===== src/rtl/sqrt_inv_u16.sv =====
// Radicand reconstruction x = q*q + r using a sequential shift-add multiplier.
// Also flags remainders larger than 2q, which no integer square root could leave.
module sqrt_inv_u16 #(
    parameter int Q_WIDTH    = 16,
    parameter int R_WIDTH    = Q_WIDTH + 1,
    parameter int DATA_WIDTH = 2 * Q_WIDTH
) (
    input  logic                  clk,
    input  logic                  rst,
    input  logic                  valid_in,
    output logic                  ready_o,
    input  logic [Q_WIDTH-1:0]    q_i,
    input  logic [R_WIDTH-1:0]    r_i,
    output logic                  valid_out,
    output logic [DATA_WIDTH-1:0] data_o,
    output logic                  err_o
);
    localparam int CW = (Q_WIDTH > 1) ? $clog2(Q_WIDTH) : 1;

    typedef enum logic [1:0] {IDLE, MUL, DONE} state_t;

    state_t                state, state_nx;
    logic [DATA_WIDTH-1:0] mcand;
    logic [Q_WIDTH-1:0]    mplier;
    logic [DATA_WIDTH:0]   acc;
    logic [DATA_WIDTH:0]   acc_sum;
    logic [CW-1:0]         cnt;
    logic                  err_flag;
    logic [R_WIDTH-1:0]    q_dbl;
    logic                  last_step;

    assign ready_o   = (state == IDLE);
    assign q_dbl     = R_WIDTH'({q_i, 1'b0});
    assign last_step = (cnt == CW'(Q_WIDTH - 1));
    assign acc_sum   = mplier[0] ? acc + {1'b0, mcand} : acc;

    always_ff @(posedge clk or posedge rst) begin
        if (rst) state <= IDLE;
        else     state <= state_nx;
    end

    always_comb begin
        state_nx = state;
        case (state)
            IDLE:    if (valid_in) state_nx = MUL;
            MUL:     if (last_step) state_nx = DONE;
            DONE:    state_nx = IDLE;
            default: state_nx = IDLE;
        endcase
    end

    // Remainder preloads the accumulator, so the final sum needs no extra add step.
    always_ff @(posedge clk or posedge rst) begin
        if (rst) begin
            mcand     <= '0;
            mplier    <= '0;
            acc       <= '0;
            cnt       <= '0;
            err_flag  <= 1'b0;
            valid_out <= 1'b0;
            data_o    <= '0;
            err_o     <= 1'b0;
        end else begin
            valid_out <= 1'b0;
            case (state)
                IDLE: if (valid_in) begin
                    mcand    <= DATA_WIDTH'(q_i);
                    mplier   <= q_i;
                    acc      <= (DATA_WIDTH + 1)'(r_i);
                    cnt      <= '0;
                    err_flag <= (r_i > q_dbl);
                end
                MUL: begin
                    acc    <= acc_sum;
                    mcand  <= mcand << 1;
                    mplier <= mplier >> 1;
                    cnt    <= cnt + 1'b1;
                    if (last_step) begin
                        data_o    <= acc_sum[DATA_WIDTH-1:0];
                        err_o     <= err_flag;
                        valid_out <= 1'b1;
                    end
                end
                default: ;
            endcase
        end
    end
endmodule


===== config.mk =====
export PLATFORM = sky130hd
export DESIGN_NAME = sqrt_inv_u16
export DESIGN_NICKNAME = d
export VERILOG_FILES = /design/src/rtl/sqrt_inv_u16.sv
export SDC_FILE = /design/constraint.sdc
export NUM_CORES = 1
export LEC_CHECK = 0
export CAP_MARGIN = 20
export CORE_ASPECT_RATIO = 0.9
export CORE_MARGIN = 3
export CORE_UTILIZATION = 58
export DETAILED_ROUTE_END_ITERATION = 10
export PLACE_DENSITY = 0.93
export SLEW_MARGIN = 15
export SYNTH_ARGS = -nofsm -noshare
export SYNTH_HDL_FRONTEND = slang
export SYNTH_SLANG_ARGS = --single-unit
export TNS_END_PERCENT = 20

===== constraint.sdc =====
create_clock -name clk -period 4.7 [get_ports clk]
set_clock_uncertainty 0.1 [all_clocks]
set_input_delay 0.94 -clock clk [delete_from_list [all_inputs] [get_ports clk]]
set_output_delay 0.94 -clock clk [all_outputs]
set_load 0.02 [all_outputs]

==> results.rst <==
.. list-table::
   :header-rows: 1

   * - Metric
     - Value
   * - Endpoint required time on the critical path
     - 4.95 ns
   * - I/O pin total
     - between 70 and 80
   * - Most used cells in the layout excluding fill and tap cells
     - nand2_1, dfrtp_1, clkdlybuf4s50_1, o21ai_0, ha_1
   * - Min Tclk post-route
     - approximately 3.3 ns
   * - Post-Syn Instances
     - between 700 and 800
   * - Count of endpoints failing hold in the final timing report
     - 0
   * - Average wire per cell in the routed design
     - between 20 and 25 um
   * - Floorplan die width
     - around 120 um
   * - Area enclosed by the die boundary
     - 13300 um^2
   * - Core area
     - 11600 um^2
   * - Sinks on Clock Net
     - ~120
   * - Count of different cell masters after synthesis
     - 57
   * - Antenna violations before repair
     - 0
   * - Initial drt markers
     - roughly 1000
   * - Number of antenna repair diodes
     - 0
   * - Clock-pin slew of the registers on the worst-case setup and hold paths
     - roughly 0.06 ns
   * - DRC violation count after routing
     - 0
   * - # port buffers
     - 70
   * - Worst-skew pair later-pin latency
     - approximately 0.43 ns
   * - Total setup buffers inserted after CTS
     - 0
   * - Depth of the CTS H-tree
     - 4
   * - Post-place setup slack
     - 1.34 ns
   * - Post-layout instance area
     - about 8400 um^2
   * - Post-cts gate resize count
     - 0
   * - CP Class
     - reg -> reg
   * - Vias in the first global route
     - 6391
   * - Async set or reset register ratio after synthesis
     - 100%
   * - Clock tree from TritonCTS
     - done
   * - Total power draw
     - between 7 and 8 mW
   * - Number of synthesized flops with an enable pin
     - 0
   * - Global-route wire length before repair
     - roughly 32 mm
   * - Total power per unit cell area
     - roughly 840 nW/um^2
   * - Critical path capture point type
     - flop
   * - Reported leakage power
     - 3.92 nW
   * - Outcome
     - finished clean
   * - Total congestion overflow
     - 0
   * - Total half-perimeter wirelength after legalization and detailed placement
     - approximately 13 mm
   * - Mean Syn Cell Area
     - just over 9 um^2
   * - Placed cell area
     - around 7700 um^2
   * - Warning count from the yosys run
     - 0
   * - Buffers from clock root to sink, at most
     - 2
   * - Final cycle utilization of the critical path
     - 70.7%
   * - Total vias in the final route
     - between 6000 and 7000
   * - Net count after synthesis
     - 829
   * - Wire length reported by the detailed router
     - slightly above 20 mm
   * - Summed negative setup slack over all endpoints
     - 0 ns
   * - CP Max Fanout
     - 3
   * - Post-layout utilization of the core
     - between 70% and 80%
   * - Pin count of the biggest net entering global routing
     - 70
   * - GRT Overall Usage
     - between 30% and 40%
   * - Internal reg-to-reg setup slack
     - ~1.4 ns
   * - Total Nets Final
     - 888
   * - Leading cell type in the layout, fill and taps excluded
     - nand2_1
   * - Root buffer selected by CTS
     - clkbuf_16
   * - Routability congestion estimate
     - around 0.95
   * - Clock buffers created by TritonCTS
     - 17
   * - Worst-Margin Slew
     - 0.957 ns
   * - Max-cap check violation count
     - 0
   * - Die Ht
     - ~110 um
   * - Main flop type after synthesis
     - dfrtp_1
   * - Setup repair after global routing missed its margin
     - false
   * - HP Class
     - reg -> reg
   * - Worst setup SP type
     - flop
   * - DRT Pass-1 Iters
     - 6
   * - Setup-failing EPs final
     - 0
   * - Synthesis-to-finish area growth
     - 21.0%
   * - Row cnt
     - 37
   * - Final Worst Setup Slack
     - approximately 1.4 ns
   * - Hold bufs inserted after CTS
     - 0
   * - Layout cells sized above 1
     - about 7.4%
   * - Combined area of all synthesized cells
     - 6940 um^2
   * - Number of max-slew violations in the final report
     - 0
   * - Worst endpoint data arrival time
     - 3.57 ns
   * - FF+latch count, synth
     - ~120
   * - Peak supply drop
     - roughly 0.00036 V
   * - Slew margin rel.
     - between 30% and 40%
   * - Via count normalized by instance count
     - between 6 and 7
   * - Initial Util
     - approximately 60%
   * - Number of nets with antenna violations after detailed routing
     - 0
   * - Sequential-to-total area share from yosys stat
     - between 40% and 50%
   * - Fmax
     - around 300 MHz
[logic make-up (layout without fill, tap and decap cells)]
kind of cell / Yosys count / count (layout) / synth area share [%]
multiplexers: 15 / 15 / 2.16
AND/OR/NAND/NOR: 229 / 229 / 14.6
XOR/XNOR: 29 / 29 / 3.66
adder cells (fa/ha/maj): 49 / 49 / 8.95
AO/OA/AOI/OAI: 236 / 236 / 23.0
buffers and inverters: 65 / 137 / 3.97
flip-flops: 121 / 121 / 43.6
[state kept, by name, indices dropped and copies added (netlist names)]
name	count
cnt	4
state	2
err_flag	1
err_o	1
mcand	32
acc	32
mplier	16
valid_out	1
data_o	32
[metal layers]
layer / GRT usage [%] / up-vias / share of wire (%)
met5: 0 / - / 0
li1: - / 2804 / -
met4: 15.0 / 0 / 3.1
met1: 38.7 / 3111 / 38
met2: 52.3 / 433 / 49
met3: 6.74 / 69 / 9.2
[cells in the mapped netlist, types with 2 or more instances]
cell type	instances	area [um^2]
nor2_2	2	12.5
buf_1	6	22.5
a311oi_1	2	17.5
mux2i_1	15	150
and3_2	2	15.0
o21bai_1	5	37.5
a21oi_1	47	235
inv_1	23	86.3
o21a_1	6	45.0
a21o_1	15	113
nand3b_1	2	15.0
a31oi_1	7	43.8
nor2b_1	9	56.3
or3_1	4	25.0
and2_1	3	18.8
nand4_1	6	37.5
xnor2_1	21	184
o21ai_0	66	330
clkbuf_1	30	113
nor2_1	41	154
nand2b_1	5	31.3
buf_6	4	45.0
nand2_1	123	462
nor3_1	7	35.0
dfrtp_1	121	3030
o21ai_1	10	50.1
nand3_1	13	65.1
a22oi_1	12	90.1
a221o_1	28	280
a211oi_1	4	30.0
o21ai_2	2	17.5
o211ai_1	2	15.0
ha_1	48	601
xor2_1	8	70.1
nand4b_1	2	17.5
a22o_1	10	87.6
and3_1	6	37.5
o22ai_1	7	43.8
and4_1	2	17.5
[critical path, cell delays in order, from the launching register on]
cell	delay, ns
dfrtp_1	0.40
ha_1	0.24
fa_1	0.44
a211oi_2	0.28
o21bai_1	0.17
a221oi_4	0.37
o21ai_2	0.13
a21oi_2	0.24
o21ai_1	0.17
a221oi_2	0.31
xnor2_1	0.17
a2bb2oi_1	0.19
[per-stage QoR]
stage / hold WS [ns] / instances
floorplan: 0.339 / 744
global placement: 0.350 / 940
detailed placement: 0.356 / 940
CTS: 0.372 / 972
global route: 0.406 / 972
finish: 0.369 / 972
[final cells by class]
type | count | area, um^2
multi-input combinational | 558 | 3650
fill | 764 | 3180
sequential | 121 | 3030
timing repair buffer | 81 | 783
inverter | 24 | 92.6
tap | 156 | 195
clock inverter | 10 | 165
clock buffer | 22 | 484
[final timing paths]
kind	startpoint	endpoint	depth (start not counted)
max in group asynchronous	rst	data_o[21]	3
worst min register to register	data_o[8]	data_o[8]	2
worst max-delay path	mcand[0]	data_o[30]	11
worst min-delay path	data_o[8]	data_o[8]	2
worst max register to register	mcand[0]	data_o[30]	11
min in group asynchronous	rst	mcand[29]	2
[report_power, final]
part | total (mW) | internal (mW) | switching, mW
logic | 3.73 | 1.51 | 2.22
registers | 1.91 | 1.52 | 0.388
clock network | 1.43 | 0.943 | 0.489
No activity file was read; power rests on OpenSTA's default activity.
